<file path="src/rtl/snn_ecg_pkg.sv">
// snn_ecg_pkg: shared defaults, vote FSM state encoding and the saturating-increment helper
package snn_ecg_pkg;
  localparam int N_CLASS_DEF = 5;
  localparam int CNT_W_DEF = 8;
  typedef enum logic [1:0] {IDLE, ACCUM, ARGMAX, DONE} state_t;
  function automatic logic [31:0] sat_inc(input logic [31:0] v, input int unsigned w);
    logic [31:0] mx;
    mx = (w >= 32) ? '1 : (32'd1 << w) - 32'd1;
    return (v >= mx) ? v : v + 32'd1;
  endfunction
endpackage

</file>
<file path="src/rtl/snn_ecg_vote_cnt.sv">
// spike_cnt_bank: N_CLASS saturating spike counters (clk, rst_n async low, clr, inc_en, inc_bits in; cnt_flat out)
module spike_cnt_bank import snn_ecg_pkg::*; #(
  parameter int N_CLASS = N_CLASS_DEF,
  parameter int CNT_W = CNT_W_DEF
) (
  input  logic                     clk,
  input  logic                     rst_n,
  input  logic                     clr,
  input  logic                     inc_en,
  input  logic [N_CLASS-1:0]       inc_bits,
  output logic [N_CLASS*CNT_W-1:0] cnt_flat
);
  logic [CNT_W-1:0] cnt_q [N_CLASS];
  logic [CNT_W-1:0] cnt_d [N_CLASS];
  always_comb begin
    for (int k = 0; k < N_CLASS; k++) begin
      cnt_d[k] = clr ? '0 : (inc_en && inc_bits[k]) ? CNT_W'(sat_inc(32'(cnt_q[k]), CNT_W)) : cnt_q[k];
      cnt_flat[k*CNT_W +: CNT_W] = cnt_q[k];
    end
  end
  always_ff @(posedge clk or negedge rst_n)
    if (!rst_n) cnt_q <= '{default: '0};
    else cnt_q <= cnt_d;
endmodule

</file>
<file path="src/rtl/snn_ecg_vote.sv">
// snn_ecg_vote: windowed spike vote + sequential argmax over SNN outputs (clk, rst_n, win_start, net_done, net_spikes in; busy, step_cnt, class_valid, class_idx, class_cnt, no_spike, low_conf out; SNN_VOTE_MARGIN_EN enables low_conf)
module snn_ecg_vote import snn_ecg_pkg::*; #(
  parameter int N_CLASS = N_CLASS_DEF,
  parameter int NUM_STEPS = 16,
  parameter int CNT_W = CNT_W_DEF,
  parameter int MARGIN = 2
) (
  input  logic                           clk,
  input  logic                           rst_n,
  input  logic                           win_start,
  input  logic                           net_done,
  input  logic [N_CLASS-1:0]             net_spikes,
  output logic                           busy,
  output logic [$clog2(NUM_STEPS+1)-1:0] step_cnt,
  output logic                           class_valid,
  output logic [$clog2(N_CLASS)-1:0]     class_idx,
  output logic [CNT_W-1:0]               class_cnt,
  output logic                           no_spike,
  output logic                           low_conf
);
  localparam int SW = $clog2(NUM_STEPS + 1);
  localparam int IW = $clog2(N_CLASS);
  localparam logic [SW-1:0] STEP_LAST = SW'(NUM_STEPS);
  localparam logic [IW-1:0] PTR_LAST = IW'(N_CLASS - 1);
  state_t state_q, state_d;
  logic d_q, step_evt;
  logic [SW-1:0] step_q, step_d;
  logic [IW-1:0] ptr_q, ptr_d, best_i_q, best_i_d, idx_q, idx_d;
  logic [CNT_W-1:0] best_q, best_d, res_q, res_d, cur;
  logic ns_q, ns_d;
  logic [N_CLASS*CNT_W-1:0] cnt_flat;
  logic [CNT_W-1:0] cnt_a [N_CLASS];
`ifdef SNN_VOTE_MARGIN_EN
  localparam logic [CNT_W:0] MG = (CNT_W+1)'(MARGIN);
  logic [CNT_W-1:0] second_q, second_d;
  logic lc_q, lc_d, lc_now;
  assign lc_now = ({1'b0, best_q} - {1'b0, second_q}) < MG;
  assign low_conf = class_valid ? lc_now : lc_q;
`else
  assign low_conf = 1'b0;
`endif
  assign step_evt = net_done & ~d_q;
  spike_cnt_bank #(.N_CLASS(N_CLASS), .CNT_W(CNT_W)) u_bank (
    .clk(clk),
    .rst_n(rst_n),
    .clr(win_start),
    .inc_en(state_q == ACCUM && step_evt && !win_start),
    .inc_bits(net_spikes),
    .cnt_flat(cnt_flat)
  );
  always_comb begin
    for (int k = 0; k < N_CLASS; k++) cnt_a[k] = cnt_flat[k*CNT_W +: CNT_W];
  end
  assign cur = cnt_a[ptr_q];
  always_comb begin
    state_d = state_q;
    step_d = step_q;
    ptr_d = ptr_q;
    best_d = best_q;
    best_i_d = best_i_q;
    idx_d = idx_q;
    res_d = res_q;
    ns_d = ns_q;
`ifdef SNN_VOTE_MARGIN_EN
    second_d = second_q;
    lc_d = lc_q;
`endif
    if (win_start) begin
      state_d = ACCUM;
      step_d = '0;
    end else begin
      case (state_q)
        ACCUM: if (step_evt) begin
          step_d = step_q + 1'b1;
          if (step_d == STEP_LAST) begin
            state_d = ARGMAX;
            ptr_d = '0;
            best_d = '0;
            best_i_d = '0;
`ifdef SNN_VOTE_MARGIN_EN
            second_d = '0;
`endif
          end
        end
        ARGMAX: begin
          best_d = (cur > best_q) ? cur : best_q;
          best_i_d = (cur > best_q) ? ptr_q : best_i_q;
`ifdef SNN_VOTE_MARGIN_EN
          second_d = (cur > best_q) ? best_q : (cur > second_q) ? cur : second_q;
`endif
          ptr_d = ptr_q + 1'b1;
          state_d = (ptr_q == PTR_LAST) ? DONE : ARGMAX;
        end
        DONE: begin
          state_d = IDLE;
          idx_d = best_i_q;
          res_d = best_q;
          ns_d = best_q == '0;
`ifdef SNN_VOTE_MARGIN_EN
          lc_d = lc_now;
`endif
        end
        default: ;
      endcase
    end
  end
  always_ff @(posedge clk or negedge rst_n) begin
    if (!rst_n) begin
      state_q <= IDLE;
      d_q <= 1'b0;
      step_q <= '0;
      ptr_q <= '0;
      best_q <= '0;
      best_i_q <= '0;
      idx_q <= '0;
      res_q <= '0;
      ns_q <= 1'b0;
`ifdef SNN_VOTE_MARGIN_EN
      second_q <= '0;
      lc_q <= 1'b0;
`endif
    end else begin
      state_q <= state_d;
      d_q <= net_done;
      step_q <= step_d;
      ptr_q <= ptr_d;
      best_q <= best_d;
      best_i_q <= best_i_d;
      idx_q <= idx_d;
      res_q <= res_d;
      ns_q <= ns_d;
`ifdef SNN_VOTE_MARGIN_EN
      second_q <= second_d;
      lc_q <= lc_d;
`endif
    end
  end
  // During the DONE cycle the result is shown straight from the argmax registers; it is latched for holding afterwards.
  assign busy = state_q == ACCUM || state_q == ARGMAX;
  assign step_cnt = step_q;
  assign class_valid = state_q == DONE && !win_start;
  assign class_idx = class_valid ? best_i_q : idx_q;
  assign class_cnt = class_valid ? best_q : res_q;
  assign no_spike = class_valid ? best_q == '0 : ns_q;
endmodule

</file>
<file path="config.mk">
export PLATFORM = sky130hd
export DESIGN_NAME = snn_ecg_vote
export DESIGN_NICKNAME = d
export VERILOG_FILES = /design/src/rtl/snn_ecg_pkg.sv /design/src/rtl/snn_ecg_vote_cnt.sv /design/src/rtl/snn_ecg_vote.sv
export SDC_FILE = /design/constraint.sdc
export NUM_CORES = 1
export LEC_CHECK = 0
export CAP_MARGIN = 30
export CORE_MARGIN = 10
export CORE_UTILIZATION = 60
export CTS_CLUSTER_SIZE = 14
export DETAILED_ROUTE_END_ITERATION = 16
export PLACE_DENSITY = 0.88
export SLEW_MARGIN = 10
export SYNTH_ARGS = -nofsm -noshare
export SYNTH_HDL_FRONTEND = slang
export SYNTH_SLANG_ARGS = --single-unit
</file>
<file path="constraint.sdc">
create_clock -name clk -period 8.9 [get_ports clk]
set_input_delay 2.225 -clock clk [delete_from_list [all_inputs] [get_ports clk]]
set_output_delay 2.225 -clock clk [all_outputs]
set_load 0.1 [all_outputs]
</file>
==> reports/qor.yml, run 1 <==
outcome:
  status: "finished, final reports clean"
cells_and_area:
  nNetsFinal: 481
  final_cell_mix: "dfrtp_1, nor2_1, nand2_1"
  final_common_cell: "dfrtp_1"
  diodes: 0
  areaGrowthSynthToFinish_pct: 13.28
  instances_no_fill: 554
  post_route_cells_drive_above_1_share_pct: 11.57
synthesis:
  ys.flop_type: "dfrtp_1"
  async_reset_ff_share_pct: 100.0
  synthMuxAreaShare_pct: 8.008
  synthAdderAreaFrac_pct: 5.656
  syn_area_um2: 4203
  yosysTopAreaCellShare_pct: 44.06
  synth_cells: 429
  ys_seq_area_share_pct: 44.06
  avgSynthCellArea_um2: 9.797
  synth_area_leaders: "dfrtp_1, ha_1, mux2i_1"
  synth_top_cell_by_area: "dfrtp_1"
  synthXorXnorAreaFrac_pct: 6.252
  yosys.cell_types.count: 58
  synth_nets: 457
  yosys.area_share.simple_pct: 17.06
  ys.warnings.count: 0
  synth_edf_count: 0
  synth_compound_area_share_pct: 14.59
  synth_top_family_by_area: "simple AND/OR/NAND/NOR gates"
  synth_seq_cells: 74
critical_path:
  worstSetupPathType: "in2out"
  reg2reg_to: "best_i_q[0]"
  required_ns: 6.68
  end_kind: "primary output"
  start_kind: "input pin"
  r2r_slack_ns: 5.50
  critPathArrivalTime_ns: 4.28
  r2r-start: "ptr_q[0]"
  r2r_cells: 10
  crit_fanout: 51
min_path:
  whs_endpoint: "res_q[6]"
  min_from: "res_q[6]"
  hold_path_depth: 1
  hp-class: "reg2reg"
placement:
  post-place-ws_ns: 2.103
  finalWeightedCongestion: 0.8389
  io_buffer_count: 27
  place_inst: 536
  hpwlAfterDp_um: 6260
power_and_ir_drop:
  power_leakage_nw: 2.020
  ir_worst_vdd_uv: 106.7
  power_density_nw_per_um2: 257.0
global_routing:
  grt_pass1_vias: 3236
  antenna_found_initial: 0
  grt_max_degree: 75
  globalRouteOverflowTotal: 0
  track_usage_pct: 16.93
  grt_pass1_wl_um: 15380
floorplanning:
  core_area_um2: 6794
  dieArea_um2: 10750
  num_rows: 30
  die_x_um: 103.7
  start_util_pct: 61.86
  die_h_um: 103.7
  pin_count: 29
timing:
  clock.fmax_ghz: 0.1538
  finalSetupTns_ns: 0
  maxSlewViolCount: 0
  fin_crit_ns: 6.502
  worstMarginPinSlew_ns: 0.9860
  finClkSkew_ns: 0.008558
  fin_ws_ns: 2.398
  max-slew-margin-rel_pct: 34.06
  setup_viol: 0
  finalHoldViolCount: 0
  period_share_pct: 73.06
  grt_setup_unrepaired: "no"
clock_network:
  clkTransAtPathRegs_ns: 0.08
  cts_buffers: 9
  cts_tree: "done"
  htreeDepth: 3
  ctsHoldBuffers: 0
  clock_path_buffers: 2
  cts_setup_buffers: 0
  cts_resized: 0
  cts_sinks: 74
  cts-root-buf: "clkbuf_8"
  worstSkewPairLatency_ns: 0.36
route:
  vias: 3311
  drtIter0Drc: 185
  avgRoutedWirePerCell_um: 16.67
  drc_errors: 0
  routed_wl_um: 9236
  drtAntennaViolNets: 0
  drt_pre_antenna_iters: 4
  vias_per_cell: 5.977
flow_run:
  cap_violations: 0
==> where the power goes <==
group	switching [mW]	internal, mW
registers	0.0396	0.375
logic	0.369	0.130
clock network	0.124	0.186
total	0.532	0.691
==> metrics by stage <==
step	hold WS, ns	power [mW]	instance area, um^2	util [%]
after global routing	0.5182	1.270	4761	70.07
after detailed placement	0.4847	0.9167	4492	66.11
after CTS	0.5027	1.224	4726	69.56
final	0.5010	1.224	4761	70.07
after global placement	0.4825	0.8978	4492	66.11
after floorplan	0.4825	0.8014	4203	-
==> routing by layer <==
layer	global-route usage, %	share of wire, %
met1	20.99	45
met4	6.958	1.9
met3	3.408	3.2
met5	0	0
met2	28.06	50
==> worst max path at each step <==
| stage | from | to | slack, ns | depth (start not counted) |
|---|---|---|---|---|
| CTS | win_start | class_cnt[5] | 2.10 | 5 |
| global route | win_start | class_cnt[5] | 2.26 | 6 |
| floorplan | win_start | no_spike | 1.24 | 4 |
| global placement | win_start | class_cnt[5] | 2.23 | 5 |
| detailed placement | win_start | class_cnt[5] | 2.10 | 5 |
| finish | win_start | class_cnt[5] | 2.40 | 6 |
==> final cells by class <==
| type | count | area [um^2] |
|---|---|---|
| clock buffer | 11 | 131.4 |
| multi-input combinational | 313 | 2171 |
| clock inverter | 5 | 102.6 |
| tap | 96 | 120.1 |
| fill | 493 | 2033 |
| timing repair buffer | 34 | 305.3 |
| inverter | 21 | 78.83 |
| sequential | 74 | 1852 |
==> cell families (layout without fill, tap and decap cells) <==
kind of cell,Yosys count,in the layout
AOI/OAI and AO/OA,84,84
xor gates and xnor gates,30,30
adders and majority gates,19,19
buffers and inverters,42,71
DFF,74,74
muxes,31,31
other,1,1
and+or+nand+nor,148,148
==> worst max-delay path, stage by stage <==
cell             delay, ns
clkdlybuf4s50_1       0.40
buf_4                 0.29
nor2b_1               0.47
buf_4                 0.27
mux2_2                0.37
buf_4                 0.24
==> registers in the layout, indices dropped and copies added, names as in the netlist <==
register / cells
step_cnt: 5
idx_q: 3
ns_q: 1
state_q: 2
ptr_q: 3
best_q: 8
best_i_q: 3
res_q: 8
d_q: 1
u_bank.cnt_flat: 40
==> cell usage after synthesis, types with 2 or more instances <==
master	instances
dfrtp_1	74
nor2_1	44
nand2_1	41
o211ai_1	22
inv_1	21
ha_1	19
mux2i_1	19
o21ai_0	16
xnor2_1	16
clkbuf_1	14
xor2_1	14
a21oi_1	12
nand3_1	12
mux2_2	11
nand4_1	9
nor3_1	8
or3_1	7
a2bb2oi_1	6
o22ai_1	6
nor2b_1	5
and3_1	3
buf_2	3
nor4_1	3
a211oi_1	2
buf_6	2
nand2b_1	2
nor4b_1	2
nor4bb_1	2
o2111ai_1	2
o31ai_1	2
or2_2	2
or4_1	2
No activity file was read; power rests on OpenSTA's default activity.
==> inputs of run 2 (changes only) <==
--- a/config.mk
+++ b/config.mk
@@ -7,10 +7,10 @@
 export LEC_CHECK = 0
 export CAP_MARGIN = 30
 export CORE_MARGIN = 10
-export CORE_UTILIZATION = 60
+export CORE_UTILIZATION = 53
 export CTS_CLUSTER_SIZE = 14
 export DETAILED_ROUTE_END_ITERATION = 16
-export PLACE_DENSITY = 0.88
+export PLACE_DENSITY = 0.83
 export SLEW_MARGIN = 10
 export SYNTH_ARGS = -nofsm -noshare
 export SYNTH_HDL_FRONTEND = slang
==> constraint.sdc (replaced) <==
create_clock -name clk -period 5.7 [get_ports clk]
set_input_delay 1.425 -clock clk [delete_from_list [all_inputs] [get_ports clk]]
set_output_delay 1.425 -clock clk [all_outputs]
set_load 0.1 [all_outputs]
==> run 2 against run 1 <==
Net effect:
- worst setup slack worse by 0.92 ns
- hold slack improved by 0.038 ns
- via count decreased by 2.6%
- sequential power is 56% higher
- clock power is 34% higher
- cell area up 2.2%
- power up 60%
==> reports/qor.yml, run 2 (same netlist as run 1, synthesis figures left out) <==
outcome:
  status: "finished, final reports clean"
cells_and_area:
  areaGrowthSynthToFinish_pct: 15.81
  nNetsFinal: 480
  fill_cells: 597
  instances_no_fill: 559
  post_route_cells_drive_above_1_share_pct: 11.16
  final_common_cell: "dfrtp_1"
  final_cell_mix: "dfrtp_1, nor2_1, nand2_1"
  diodes: 0
  multiInputGateArea_um2: 2171
  largest_reg_flops: 40
  seq_area_um2: 1852
route:
  drt_pre_antenna_iters: 4
  dr.max_layer_used: "met4"
  vias_per_cell: 5.767
  route.met3.wl_um: 372
  drc_errors: 0
  drt-met1-wl_um: 3966
  routed_wl_um: 8886
  drtAntennaViolNets: 0
  vias: 3224
  drtIter0Drc: 173
  wl_met2_um: 4407
  avgRoutedWirePerCell_um: 15.90
global_routing:
  globalRouteOverflowTotal: 0
  grt_pass1_vias: 3180
  antenna_found_initial: 0
  track_usage_pct: 15.79
  grt_pass1_wl_um: 15240
  grt_max_degree: 51
clock_network:
  ctsHoldBuffers: 0
  cts_setup_buffers: 0
  clock_path_buffers: 2
  cts-root-buf: "clkbuf_8"
  cts_buffers: 9
  cts_resized: 0
  cts_tree: "done"
  htreeDepth: 3
  worstSkewPairLatency_ns: 0.35
  clkTransAtPathRegs_ns: 0.07
  cts_sinks: 74
power_and_ir_drop:
  switching_power_uw: 838.1
  ir_worst_vdd_uv: 249.6
  combPwrFrac_pct: 45.7
  p_int_mw: 1.114
  power_frac_clock_pct: 21.2
  power_density_nw_per_um2: 401.1
  power.share.sequential_pct: 33.1
  power_mw: 1.952
  p_sw_share_pct: 42.93
  power_leakage_nw: 2.034
placement:
  finalWeightedCongestion: 0.8320
  place_inst: 543
  hpwlAfterDp_um: 6424
  io_buffer_count: 27
timing:
  finalHoldViolCount: 0
  clock.fmax_ghz: 0.2371
  setup_viol: 0
  holdWs_ns: 0.5392
  maxSlewViolCount: 0
  finalSetupTns_ns: 0
  grt_setup_unrepaired: "no"
  worstMarginPinSlew_ns: 0.9873
  fin_crit_ns: 4.218
  max-slew-margin-rel_pct: 33.97
  period_share_pct: 74.00
  finClkSkew_ns: 0.006390
critical_path:
  required_ns: 4.28
  worstSetupPathType: "in2out"
  start_kind: "input pin"
  crit_fanout: 14
  critPathArrivalTime_ns: 2.79
  end_kind: "primary output"
floorplanning:
  die_h_um: 109.1
  die_x_um: 109.1
  start_util_pct: 54.39
  core_area_um2: 7727
  num_rows: 32
  pin_count: 29
  dieArea_um2: 11890
min_path:
  hp-class: "reg2reg"
flow_run:
  cap_violations: 0
==> run 2: metal layers <==
layer / vias up / global-route usage [%]
met5: - / 0
met4: 0 / 6.403
met3: 10 / 3.481
met2: 61 / 25.28
met1: 1579 / 20.24
li1: 1574 / -
==> run 2: final cells by class <==
cell class | instances | share of cell area (%)
Multi-Input combinational cell | 313 | 44.60
Sequential cell | 74 | 38.05
Inverter | 21 | 1.620
Timing Repair Buffer | 33 | 9.049
Clock inverter | 2 | 0.7198
Clock buffer | 14 | 3.342
Tap cell | 102 | 2.622
==> run 2: power by group through the flow <==
stage	clock, mW	sequential (mW)	combinational (mW)
after CTS	0.422	0.645	0.896
after global routing	0.443	0.655	0.941
final	0.415	0.646	0.892
after detailed placement	0	0.656	0.893
after floorplan	0	0.638	0.614
after global placement	0	0.651	0.872
==> run 2: metrics by stage <==
step                      instance area (um^2)  setup WS (ns)  util [%]
final                                     4867          1.482     62.99
after global routing                      4867          1.388     62.99
after floorplan                           4203         0.3178         -
after detailed placement                  4669          1.479     60.43
after CTS                                 4867          1.473     62.99
after global placement                    4669          1.492     60.43
==> run 2: worst paths after layout <==
path / from / end / slack, ns / depth (start not counted)
setup / recovery: win_start / class_cnt[4] / 1.48 / 5
hold / removal: res_q[2] / res_q[2] / 0.54 / 1
setup reg to reg: ptr_q[0] / best_i_q[0] / 2.28 / 10
hold reg to reg: res_q[2] / res_q[2] / 0.54 / 1
max in group asynchronous: rst_n / best_q[1] / 3.56 / 2
min in group asynchronous: rst_n / u_bank.cnt_flat[9] / 1.16 / 1
==> run 2: critical path: stages <==
cell and delay (ns):
clkdlybuf4s50_1 0.42, nor2b_1 0.12, buf_4 0.23, mux2_2 0.40, buf_12 0.18
==> inputs of run 3 (changes only) <==
--- a/config.mk
+++ b/config.mk
@@ -7,10 +7,10 @@
 export LEC_CHECK = 0
 export CAP_MARGIN = 30
 export CORE_MARGIN = 10
-export CORE_UTILIZATION = 53
+export CORE_UTILIZATION = 59
 export CTS_CLUSTER_SIZE = 14
 export DETAILED_ROUTE_END_ITERATION = 16
-export PLACE_DENSITY = 0.83
+export PLACE_DENSITY = 0.87
 export SLEW_MARGIN = 10
 export SYNTH_ARGS = -nofsm -noshare
 export SYNTH_HDL_FRONTEND = slang
==> constraint.sdc (replaced) <==
create_clock -name clk -period 3.9 [get_ports clk]
set_input_delay 0.975 -clock clk [delete_from_list [all_inputs] [get_ports clk]]
set_output_delay 0.975 -clock clk [all_outputs]
set_load 0.1 [all_outputs]
==> run 3 against run 2 <==
Net effect:
- worst setup slack lost 0.94 ns
- register-to-register slack got worse by 1.7 ns
- sequential share of layout area is essentially flat
- global-route usage up 2.0 points
- power increased by 42%
- critical path depth rose by 5
- hold slack worse by 0.044 ns
- non-clock buffer count rose by 4
- count of clock-buffer cells in the layout shrank 3
- die area decreased by 8.3%
- via count rose by 5.5%
- critical path type is now reg2reg
- largest cell class unchanged
==> reports/qor.yml, run 3 (same netlist as run 1, synthesis figures left out) <==
cells_and_area:
  largest_reg_flops: 40
  final_common_cell: "dfrtp_1"
  final_cell_area_um2: 4865
  nNetsFinal: 484
  areaGrowthSynthToFinish_pct: 15.75
  multiInputGateArea_um2: 2175
  fill_cells: 486
  final_cell_mix: "dfrtp_1, nor2_1, nand2_1"
  seq_area_um2: 1852
  post_route_cells_drive_above_1_share_pct: 12.39
  final_util_pct: 70.82
  diodes: 0
critical_path:
  critPathArrivalTime_ns: 3.63
  crit_fanout: 15
  start_kind: "register"
  endpoint: "best_q[7]"
  r2r_cells: 10
  worstSetupPathType: "reg2reg"
  r2r_slack_ns: 0.54
  required_ns: 4.17
  end_kind: "register"
  reg2reg_to: "best_q[7]"
  crit_start: "ptr_q[0]"
  r2r-start: "ptr_q[0]"
timing:
  fin_crit_ns: 3.361
  max-slew-margin-rel_pct: 34.98
  period_share_pct: 86.17
  clock.fmax_ghz: 0.2976
  maxSlewViolCount: 0
  grt_setup_unrepaired: "no"
  finClkSkew_ns: 0.01111
  finalHoldViolCount: 0
  finalSetupTns_ns: 0
  worstMarginPinSlew_ns: 0.9722
  setup_viol: 0
route:
  drc_errors: 0
  drt_pre_antenna_iters: 5
  dr.max_layer_used: "met4"
  vias_per_cell: 6.119
  drtIter0Drc: 168
  avgRoutedWirePerCell_um: 16.97
  route.met3.wl_um: 510
  drt-met1-wl_um: 4074
  routed_wl_um: 9438
  wl_met2_um: 4635
  drtAntennaViolNets: 0
  vias: 3402
power_and_ir_drop:
  ir_worst_vdd_uv: 283.4
  power_density_nw_per_um2: 571.6
  power_leakage_nw: 2.046
floorplanning:
  start_util_pct: 61.18
  dieArea_um2: 10900
  die_h_um: 104.4
  die_x_um: 104.4
  core_area_um2: 6869
  pin_count: 29
  num_rows: 30
placement:
  dpl-instance-area_um2: 4686
  io_buffer_count: 27
  finalWeightedCongestion: 0.8723
  hpwlAfterDp_um: 6573
global_routing:
  antenna_found_initial: 0
  grt_max_degree: 75
  globalRouteOverflowTotal: 0
  grt_pass1_wl_um: 16480
  track_usage_pct: 17.79
  grt_pass1_vias: 3361
clock_network:
  cts_resized: 0
  clock_path_buffers: 2
  cts_setup_buffers: 0
  clkTransAtPathRegs_ns: 0.08
  cts_buffers: 9
  htreeDepth: 3
  cts_sinks: 74
  cts-root-buf: "clkbuf_8"
  worstSkewPairLatency_ns: 0.36
  ctsHoldBuffers: 0
  cts_tree: "done"
outcome:
  status: "finished, final reports clean"
flow_run:
  cap_violations: 0
min_path:
  hp-class: "in2async"
run 3: changes by cell type in the layout (fill, tap and decap cells not counted):
cell,previous run,this run
buf_16,0,1
buf_4,6,10
bufinv_16,1,0
clkbuf_1,3,2
clkbuf_8,11,9
clkdlybuf4s50_1,13,12
clkinv_2,1,4
o21ai_1,1,0
o21ai_2,0,1
run 3: cell type report:
type | count | area share [%]
Clock buffer | 11 | 2.701
Clock inverter | 4 | 0.4115
Inverter | 21 | 1.620
Multi-Input combinational cell | 313 | 44.70
Sequential cell | 74 | 38.07
Tap cell | 96 | 2.469
Timing Repair Buffer | 37 | 10.03
run 3: metal layers:
layer | global-route usage (%) | vias to the layer above
met5 | 0 | -
li1 | - | 1587
met3 | 3.717 | 18
met1 | 22.60 | 1682
met4 | 7.356 | 0
met2 | 28.60 | 115
run 3: how the worst min path moves through the flow:
stage | start | end | slack (ns) | cells past startpoint
after floorplan | best_i_q[0] | best_i_q[0] | 0.48 | 2
after global placement | best_i_q[2] | best_i_q[2] | 0.52 | 2
after detailed placement | res_q[3] | res_q[3] | 0.52 | 1
after CTS | res_q[3] | res_q[3] | 0.54 | 1
after global routing | rst_n | u_bank.cnt_flat[4] | 0.51 | 2
final | rst_n | u_bank.cnt_flat[4] | 0.50 | 2
run 3: metrics by stage:
step                      power [mW]  setup slack, ns  std cells  hold WS, ns
final                          2.781           0.5395        556       0.4954
after detailed placement       2.287           0.5330        540       0.5249
after global routing           2.902           0.2820        556       0.5088
after global placement         2.243           0.6005        540       0.5181
after CTS                      2.778           0.5497        555       0.5406
after floorplan                1.834           0.3261        429       0.4825
run 3: report_power, final:
part / switching, mW / total [mW] / internal, mW / leakage, nW
clock: 0.277 / 0.501 / 0.223 / 0.0827
sequential: 0.0791 / 0.936 / 0.857 / 1.02
combinational: 0.892 / 1.34 / 0.452 / 0.943
total: 1.25 / 2.78 / 1.53 / 2.05
run 3: worst max-delay path, stage by stage (launching register included):
cell	delay, ns
dfrtp_1	0.64
nor2b_1	0.50
a2bb2oi_1	0.14
o22ai_1	0.24
ha_1	0.29
a211oi_1	0.23
nor2_1	0.09
o31ai_1	0.61
buf_4	0.29
o211ai_1	0.10
o211ai_1	0.15
